### src/rtl/alu_pkg.sv
// alu_pkg: shared definitions for the ALU datapath.
//
// Contents:
//   op_e          - 2-bit add/subtract opcode (ADD, ADC, SUB, SBB)
//   flags_t       - packed status flags {c, v, z, n}
//   op_invert_b   - 1 when the opcode subtracts, so operand B is inverted
//   op_carry_in   - carry into bit 0 for a given opcode and carry input
package alu_pkg;

  typedef enum logic [1:0] {
    OP_ADD = 2'd0,
    OP_ADC = 2'd1,
    OP_SUB = 2'd2,
    OP_SBB = 2'd3
  } op_e;

  typedef struct packed {
    logic c;
    logic v;
    logic z;
    logic n;
  } flags_t;

  // Subtraction is done as A + ~B + c0, so SUB/SBB invert B.
  function automatic logic op_invert_b(input op_e op);
    return (op == OP_SUB) || (op == OP_SBB);
  endfunction

  // SUB forces the +1 of two's complement; ADC/SBB take the external
  // carry (for SBB a carry of 1 means "no borrow pending").
  function automatic logic op_carry_in(input op_e op, input logic cin);
    logic c0;
    case (op)
      OP_ADD:  c0 = 1'b0;
      OP_SUB:  c0 = 1'b1;
      default: c0 = cin;
    endcase
    return c0;
  endfunction

endpackage : alu_pkg

### src/rtl/add_slice.sv
// add_slice: W-bit combinational ripple slice of the pipelined adder.
//
// Ports:
//   a_i     in  W  operand A slice
//   b_i     in  W  effective operand B slice (already inverted for subtract)
//   cin_i   in  1  carry into bit 0 of the slice
//   sum_o   out W  slice sum
//   cout_o  out 1  carry out of bit W-1
//   cmsb_o  out 1  carry into bit W-1 (used for signed overflow of the top slice)
module add_slice #(
  parameter int W = 8
) (
  input  logic [W-1:0] a_i,
  input  logic [W-1:0] b_i,
  input  logic         cin_i,
  output logic [W-1:0] sum_o,
  output logic         cout_o,
  output logic         cmsb_o
);

  logic [W:0] full;

  assign full   = {1'b0, a_i} + {1'b0, b_i} + {{W{1'b0}}, cin_i};
  assign sum_o  = full[W-1:0];
  assign cout_o = full[W];
  // sum[msb] = a ^ b ^ carry_in[msb], so the carry into the MSB can be
  // recovered from the sum bit without a second adder.
  assign cmsb_o = a_i[W-1] ^ b_i[W-1] ^ sum_o[W-1];

endmodule : add_slice

### src/rtl/pipe_add_sub.sv
// pipe_add_sub: pipelined N-bit add/subtract with carry-in and flags.
//
// The N-bit operation is split into STAGES equal slices of W = N/STAGES
// bits. Stage k (1..STAGES) computes slice k-1 from the contents of
// stage k-1 (stage 0 is the input port) and forwards the untouched
// operand slices, the partial result, the running carry and a running
// zero flag. The final stage also registers the signed-overflow flag.
//
// Handshake (both sides): a beat transfers on a rising edge where
// valid and ready are both 1. The producer holds nothing it has not
// offered; the unit never retracts out_valid until out_ready takes the
// beat, and out_* stay stable while out_valid=1 and out_ready=0.
// in_ready depends only on pipeline occupancy and out_ready, never on
// in_valid.
//
// Ports:
//   clk        in  1  clock, rising edge
//   rst        in  1  asynchronous reset, active-high
//   in_valid   in  1  operand beat offered
//   in_ready   out 1  unit accepts a beat this cycle
//   in_a       in  N  operand A
//   in_b       in  N  operand B
//   in_cin     in  1  carry input (ADC/SBB only)
//   in_op      in  2  0=ADD 1=ADC 2=SUB 3=SBB
//   out_valid  out 1  result beat available
//   out_ready  in  1  consumer takes the beat this cycle
//   out_sum    out N  result
//   out_c      out 1  carry out of bit N-1 (SUB/SBB: 1 = no borrow)
//   out_v      out 1  signed overflow
//   out_z      out 1  out_sum == 0
//   out_n      out 1  out_sum[N-1]
module pipe_add_sub
  import alu_pkg::*;
#(
  parameter int N      = 32,
  parameter int STAGES = 4
) (
  input  logic         clk,
  input  logic         rst,
  input  logic         in_valid,
  output logic         in_ready,
  input  logic [N-1:0] in_a,
  input  logic [N-1:0] in_b,
  input  logic         in_cin,
  input  logic [1:0]   in_op,
  output logic         out_valid,
  input  logic         out_ready,
  output logic [N-1:0] out_sum,
  output logic         out_c,
  output logic         out_v,
  output logic         out_z,
  output logic         out_n
);

  localparam int W = N / STAGES;

  if ((N % STAGES) != 0) begin : g_bad_cfg
    $error("pipe_add_sub: N must be an exact multiple of STAGES");
  end

  // ---------------------------------------------------------------------
  // Stage registers, index 1..STAGES. Operand slices already consumed are
  // kept at zero so they carry no live state.
  // ---------------------------------------------------------------------
  logic [N-1:0]      a_q [1:STAGES];
  logic [N-1:0]      b_q [1:STAGES];
  logic [N-1:0]      s_q [1:STAGES];
  logic [STAGES:1]   c_q;
  logic [STAGES:1]   z_q;
  logic [STAGES:1]   valid_q;
  logic              v_q;

  // Source of each stage's computation (index g feeds stage g+1).
  logic [N-1:0]      src_a [0:STAGES-1];
  logic [N-1:0]      src_b [0:STAGES-1];
  logic [N-1:0]      src_s [0:STAGES-1];
  logic              src_c [0:STAGES-1];
  logic              src_z [0:STAGES-1];
  logic              src_v [0:STAGES-1];

  // Next-state values for each stage, computed from its source.
  logic [N-1:0]      nx_a [0:STAGES-1];
  logic [N-1:0]      nx_b [0:STAGES-1];
  logic [N-1:0]      nx_s [0:STAGES-1];
  logic              nx_c [0:STAGES-1];
  logic              nx_z [0:STAGES-1];

  logic [W-1:0]      sl_sum  [0:STAGES-1];
  logic              sl_cout [0:STAGES-1];
  logic              sl_cmsb [0:STAGES-1];

  // ready[k]: stage k may load this cycle. ready[STAGES+1] is the consumer.
  logic [STAGES+1:1] ready;

  // ---------------------------------------------------------------------
  // Input decode: subtract becomes A + ~B + c0.
  // ---------------------------------------------------------------------
  op_e          op;
  logic [N-1:0] eff_b;
  logic         c0;

  assign op    = op_e'(in_op);
  assign eff_b = op_invert_b(op) ? ~in_b : in_b;
  assign c0    = op_carry_in(op, in_cin);

  // ---------------------------------------------------------------------
  // Per-stage slice datapath.
  // ---------------------------------------------------------------------
  for (genvar g = 0; g < STAGES; g++) begin : g_stage
    localparam logic [N-1:0] ONE  = 1;
    localparam logic [N-1:0] MASK = ((ONE << W) - ONE) << (g * W);

    if (g == 0) begin : g_src_port
      assign src_a[g] = in_a;
      assign src_b[g] = eff_b;
      assign src_s[g] = '0;
      assign src_c[g] = c0;
      assign src_z[g] = 1'b1;
      assign src_v[g] = in_valid;
    end else begin : g_src_reg
      assign src_a[g] = a_q[g];
      assign src_b[g] = b_q[g];
      assign src_s[g] = s_q[g];
      assign src_c[g] = c_q[g];
      assign src_z[g] = z_q[g];
      assign src_v[g] = valid_q[g];
    end

    add_slice #(
      .W (W)
    ) u_slice (
      .a_i    (src_a[g][g*W +: W]),
      .b_i    (src_b[g][g*W +: W]),
      .cin_i  (src_c[g]),
      .sum_o  (sl_sum[g]),
      .cout_o (sl_cout[g]),
      .cmsb_o (sl_cmsb[g])
    );

    // Retire the consumed operand slice; deposit the new result slice
    // (its position in src_s is still zero).
    assign nx_a[g] = src_a[g] & ~MASK;
    assign nx_b[g] = src_b[g] & ~MASK;
    assign nx_s[g] = src_s[g] | (N'(sl_sum[g]) << (g * W));
    assign nx_c[g] = sl_cout[g];
    assign nx_z[g] = src_z[g] & (sl_sum[g] == '0);
  end

  // ---------------------------------------------------------------------
  // Ready chain: a stage may load when it is empty or its contents move
  // on this cycle. Depends only on registered valid bits and out_ready.
  // ---------------------------------------------------------------------
  always_comb begin
    ready = '0;
    ready[STAGES+1] = out_ready;
    for (int k = STAGES; k >= 1; k--) begin
      ready[k] = ~valid_q[k] | ready[k+1];
    end
  end

  assign in_ready = ready[1];

  // ---------------------------------------------------------------------
  // Stage registers. Valid follows the predecessor whenever the stage
  // advances; data loads only when a real beat moves in, so an emptied
  // stage keeps its last data (harmless, valid=0).
  // ---------------------------------------------------------------------
  always_ff @(posedge clk or posedge rst) begin
    if (rst) begin
      valid_q <= '0;
      c_q     <= '0;
      z_q     <= '0;
      v_q     <= 1'b0;
      for (int k = 1; k <= STAGES; k++) begin
        a_q[k] <= '0;
        b_q[k] <= '0;
        s_q[k] <= '0;
      end
    end else begin
      for (int k = 1; k <= STAGES; k++) begin
        if (ready[k]) begin
          valid_q[k] <= src_v[k-1];
          if (src_v[k-1]) begin
            a_q[k] <= nx_a[k-1];
            b_q[k] <= nx_b[k-1];
            s_q[k] <= nx_s[k-1];
            c_q[k] <= nx_c[k-1];
            z_q[k] <= nx_z[k-1];
          end
        end
      end
      // Signed overflow: carry into the MSB differs from carry out of it.
      if (ready[STAGES] && src_v[STAGES-1]) begin
        v_q <= sl_cmsb[STAGES-1] ^ sl_cout[STAGES-1];
      end
    end
  end

  // ---------------------------------------------------------------------
  // Outputs come straight from the final stage register.
  // ---------------------------------------------------------------------
  assign out_valid = valid_q[STAGES];
  assign out_sum   = s_q[STAGES];
  assign out_c     = c_q[STAGES];
  assign out_v     = v_q;
  assign out_z     = z_q[STAGES];
  assign out_n     = s_q[STAGES][N-1];

endmodule : pipe_add_sub

### config.mk
export PLATFORM = sky130hd
export DESIGN_NAME = pipe_add_sub
export DESIGN_NICKNAME = d
export VERILOG_FILES = /design/src/rtl/alu_pkg.sv /design/src/rtl/add_slice.sv /design/src/rtl/pipe_add_sub.sv
export SDC_FILE = /design/constraint.sdc
export NUM_CORES = 1
export LEC_CHECK = 0
export CORE_ASPECT_RATIO = 1.25
export CORE_MARGIN = 3
export CORE_UTILIZATION = 50
export DETAILED_ROUTE_END_ITERATION = 8
export GPL_ROUTABILITY_DRIVEN = 1
export PLACE_DENSITY = 0.76
export SYNTH_ARGS = -nofsm -noshare
export SYNTH_HDL_FRONTEND = slang
export SYNTH_SLANG_ARGS = --single-unit
### constraint.sdc
create_clock -name clk -period 6.2 [get_ports clk]
set_input_delay 1.24 -clock clk [delete_from_list [all_inputs] [get_ports clk]]
set_output_delay 1.24 -clock clk [all_outputs]
set_load 0.01 [all_outputs]
==> flow_summary_export.csv <==
group,metric,value,unit
synth,synthesis.area,8650,µm²
grt,grt_pass1_vias,5748,
floorplan,num_io_pins,109,
job,drv_cap,0,
pwr,seqPwrFrac,41.4,%
placed_design,place_area,9920,µm²
synth,syn_inst,684,
synth,async_flop_share,100,%
setup_path,startpoint_type,"primary input",
grt,overflow,0,
final_layout,syn_to_final_growth,21.1,%
clocking,cts-root-buf,"clkbuf_16",
setup_path,crit_top_cell,"clkdlybuf4s50_1",
clocking,tritoncts,"done",
clocking,cts_buffers,17,
floorplan,die_area,18900,µm²
grt,antenna_found_initial,0,
setup_path,path_delay_family,"buffers and inverters",
synth,syn_nets,791,
final_layout,drive_above_1_share,21.8,%
final_layout,diodes,0,
placed_design,place_congestion,0.843,
setup_path,worst_ep_arrival_time,3.00,ns
timing,post-route-period-util,68.3,%
grt,grt_pass1_wl,28.0,mm
drt,drc_errors,0,
timing,worstMarginPinSlew,1.12,ns
grt,grt_max_degree,190,
timing,hold_violations,0,
pwr,p_sw_share,32.4,%
floorplan,start_util,51.1,%
timing,setup-tns-final,0,ns
drt,drtIter0Drc,322,
floorplan,core_area,16900,µm²
final_layout,nets,892,
setup_path,cp_num_buf_inv,2,
timing,fmax,0.236,GHz
timing,rsz0062_at_grt,"no",
pwr,p_sw,1.48,mW
setup_path,cp.required,4.96,ns
drt,via_per_inst,5.42,
floorplan,die_h,153,µm
pwr,irDropWorstVdd,207,µV
setup_path,crit_type,"primary input to output pin",
timing,slew_headroom,24.8,%
clocking,htreeDepth,4,
timing,setup_viol,0,
drt,wl,16.5,mm
timing,report.final.slew_viol_count,0,
clocking,clkSinkCount,189,
floorplan,die_x,124,µm
floorplan,row_count,53,
setup_path,critPathSlowestCell,"clkdlybuf4s50_1",
timing,skew,0.0106,ns
drt,dr.pass1.iters,4,
grt,grt_use_total,18.4,%
synth,ys_seq_area_share,54.7,%
status,outcome,"finished, final reports clean",
drt,wl_per_cell,16.2,µm
pwr,p_clk_share,22.2,%
synth,ys.flop_type,"dfrtp_1",
placed_design,port_buffers,108,
setup_path,cp-end-kind,"output pin",
clocking,cts_buffer_depth,2,
drt,final_antenna_net_count,0,
pwr,power,4.57,mW
synth,synth.avg_cell_area,12.6,µm²
setup_path,slowest_delay,0.51,ns
drt,num_vias,5517,
clocking,cts_setup_buffers,0,
synth,synth_seq_cells,189,
clocking,clk_pin_slew,0.07,ns
pwr,p_per_area,436,nW/µm²
final_layout,design_area,10500,µm²
final_layout,fillers,1347,
clocking,clk_latency,0.42,ns
placed_design,hpwlAfterDp,11.6,mm
pwr,leakage,4.46,nW
clocking,ctsResizeCount,0,
setup_path,worstPathCellList,"clkdlybuf4s50_1, nand4b_1, or2_2, clkdlybuf4s50_1",
setup_path,crit_fanout,4,
min_path,hp-class,"flop to flop",
synth,ys_warn_count,0,
pwr,internal_power,3.09,mW
timing,fin_crit,4.24,ns
clocking,holdBufCountCts,0,
synth,synthDistinctLibCells,51,
synth,synth_edf_count,0,
pwr,pwr-share-comb,36.4,%
[state kept, by name, indices dropped and copies added, names as in the netlist]
| signal | flops |
|---|---|
| a_q | 48 |
| b_q | 48 |
| s_q | 48 |
| out_sum | 32 |
| c_q | 4 |
| valid_q | 4 |
| z_q | 4 |
| out_v | 1 |
[metrics by stage]
step | utilization, % | worst slack (ns) | hold WS, ns | std cells
2_1_floorplan | - | 2.53 | 0.444 | 684
3_3_place_gp | 58.7 | 2.01 | 0.458 | 986
3_5_place_dp | 58.7 | 2.00 | 0.467 | 986
4_1_cts | 61.9 | 1.97 | 0.482 | 1018
5_1_grt | 61.9 | 1.90 | 0.507 | 1018
6_report | 61.9 | 1.96 | 0.474 | 1018
[routing by layer]
| layer | wire, µm | vias up | GRT usage (%) |
|---|---|---|---|
| met5 | 0 | - | 0 |
| met4 | 284 | 0 | 5.49 |
| met3 | 475 | 20 | 3.03 |
| met2 | 8790 | 114 | 32.3 |
| met1 | 6960 | 2754 | 23.1 |
| li1 | - | 2629 | - |
[layout make-up]
type / instances / area [µm²] / area share [%]
flip-flops and latches: 189 / 4730 / 45.2
clock inverters: 13 / 110 / 1.05
clock buffers: 19 / 443 / 4.23
repair buffers: 112 / 1120 / 10.7
inverters: 6 / 26.3 / 0.251
well taps: 220 / 275 / 2.63
multi-input cells: 459 / 3770 / 36.0
[cell usage in the layout, fill, tap and decap left out, types with 5 or more instances in the layout]
| cell type | n |
|---|---|
| a211oi_1 | 7 |
| a21o_1 | 8 |
| a21oi_1 | 15 |
| clkbuf_16 | 17 |
| clkdlybuf4s50_1 | 107 |
| clkinvlp_4 | 5 |
| dfrtp_1 | 189 |
| fa_1 | 8 |
| ha_1 | 28 |
| inv_1 | 5 |
| mux2_2 | 130 |
| nand2_1 | 58 |
| nand2b_1 | 8 |
| nand3_1 | 7 |
| nor2_1 | 12 |
| o21a_1 | 8 |
| o21ai_0 | 61 |
| o31ai_1 | 5 |
| xnor2_1 | 32 |
| xor2_1 | 16 |
[Yosys cell counts, types with 4 or more instances]
cell        n  share of area (%)
a21oi_1    15               0.87
nand2_1    60                2.6
o21ai_0    61                3.5
buf_1       4               0.17
o21a_1      8               0.69
nand3_1     7               0.41
nor3_1      4               0.23
xor2_1     16                1.6
mux2_2    130                 17
buf_2      12               0.69
fa_1        8                1.9
o21bai_1    4               0.35
o211ai_1    4               0.35
a211oi_1    7               0.61
ha_1       28                4.1
dfrtp_1   189                 55
nand2b_1    8               0.58
clkbuf_1   12               0.52
a21o_1      8               0.69
xnor2_1    32                3.2
inv_1       6               0.26
nor2_1     12               0.52
o31ai_1     5               0.43
[power groups by stage]
stage,sequential [mW],clock [mW],combinational [mW]
final,1.89,1.02,1.66
after floorplan,1.90,0,1.11
after CTS,1.90,1.03,1.67
after global routing,1.95,1.09,1.84
after global placement,1.90,0,1.60
after detailed placement,1.92,0,1.65
[cells by family after synthesis]
| family | count (synthesis) | share of synthesized area, % |
|---|---|---|
| DFF | 189 | 54.7 |
| muxes | 131 | 17.0 |
| buffers and inverters | 36 | 1.87 |
| adders and majority gates | 36 | 5.90 |
| and+or+nand+nor | 116 | 6.41 |
| AOI/OAI and AO/OA | 128 | 9.22 |
| xor gates and xnor gates | 48 | 4.86 |
[worst min-delay path: stages (launching register included)]
cell and delay, ns:
dfrtp_1 0.34, nand2_1 0.04, o21ai_0 0.06
[worst paths after layout]
kind	slack [ns]	from	endpoint	cells past startpoint
worst max-delay path	1.96	out_ready	in_ready	4
worst min-delay path	0.47	s_q[54]	s_q[54]	2
worst max register to register	3.58	a_q[80]	z_q[3]	7
worst min register to register	0.47	s_q[54]	s_q[54]	2
max in group asynchronous	3.97	rst	s_q[51]	3
min in group asynchronous	1.38	rst	a_q[117]	3
Power figures use the tool's default switching activity.
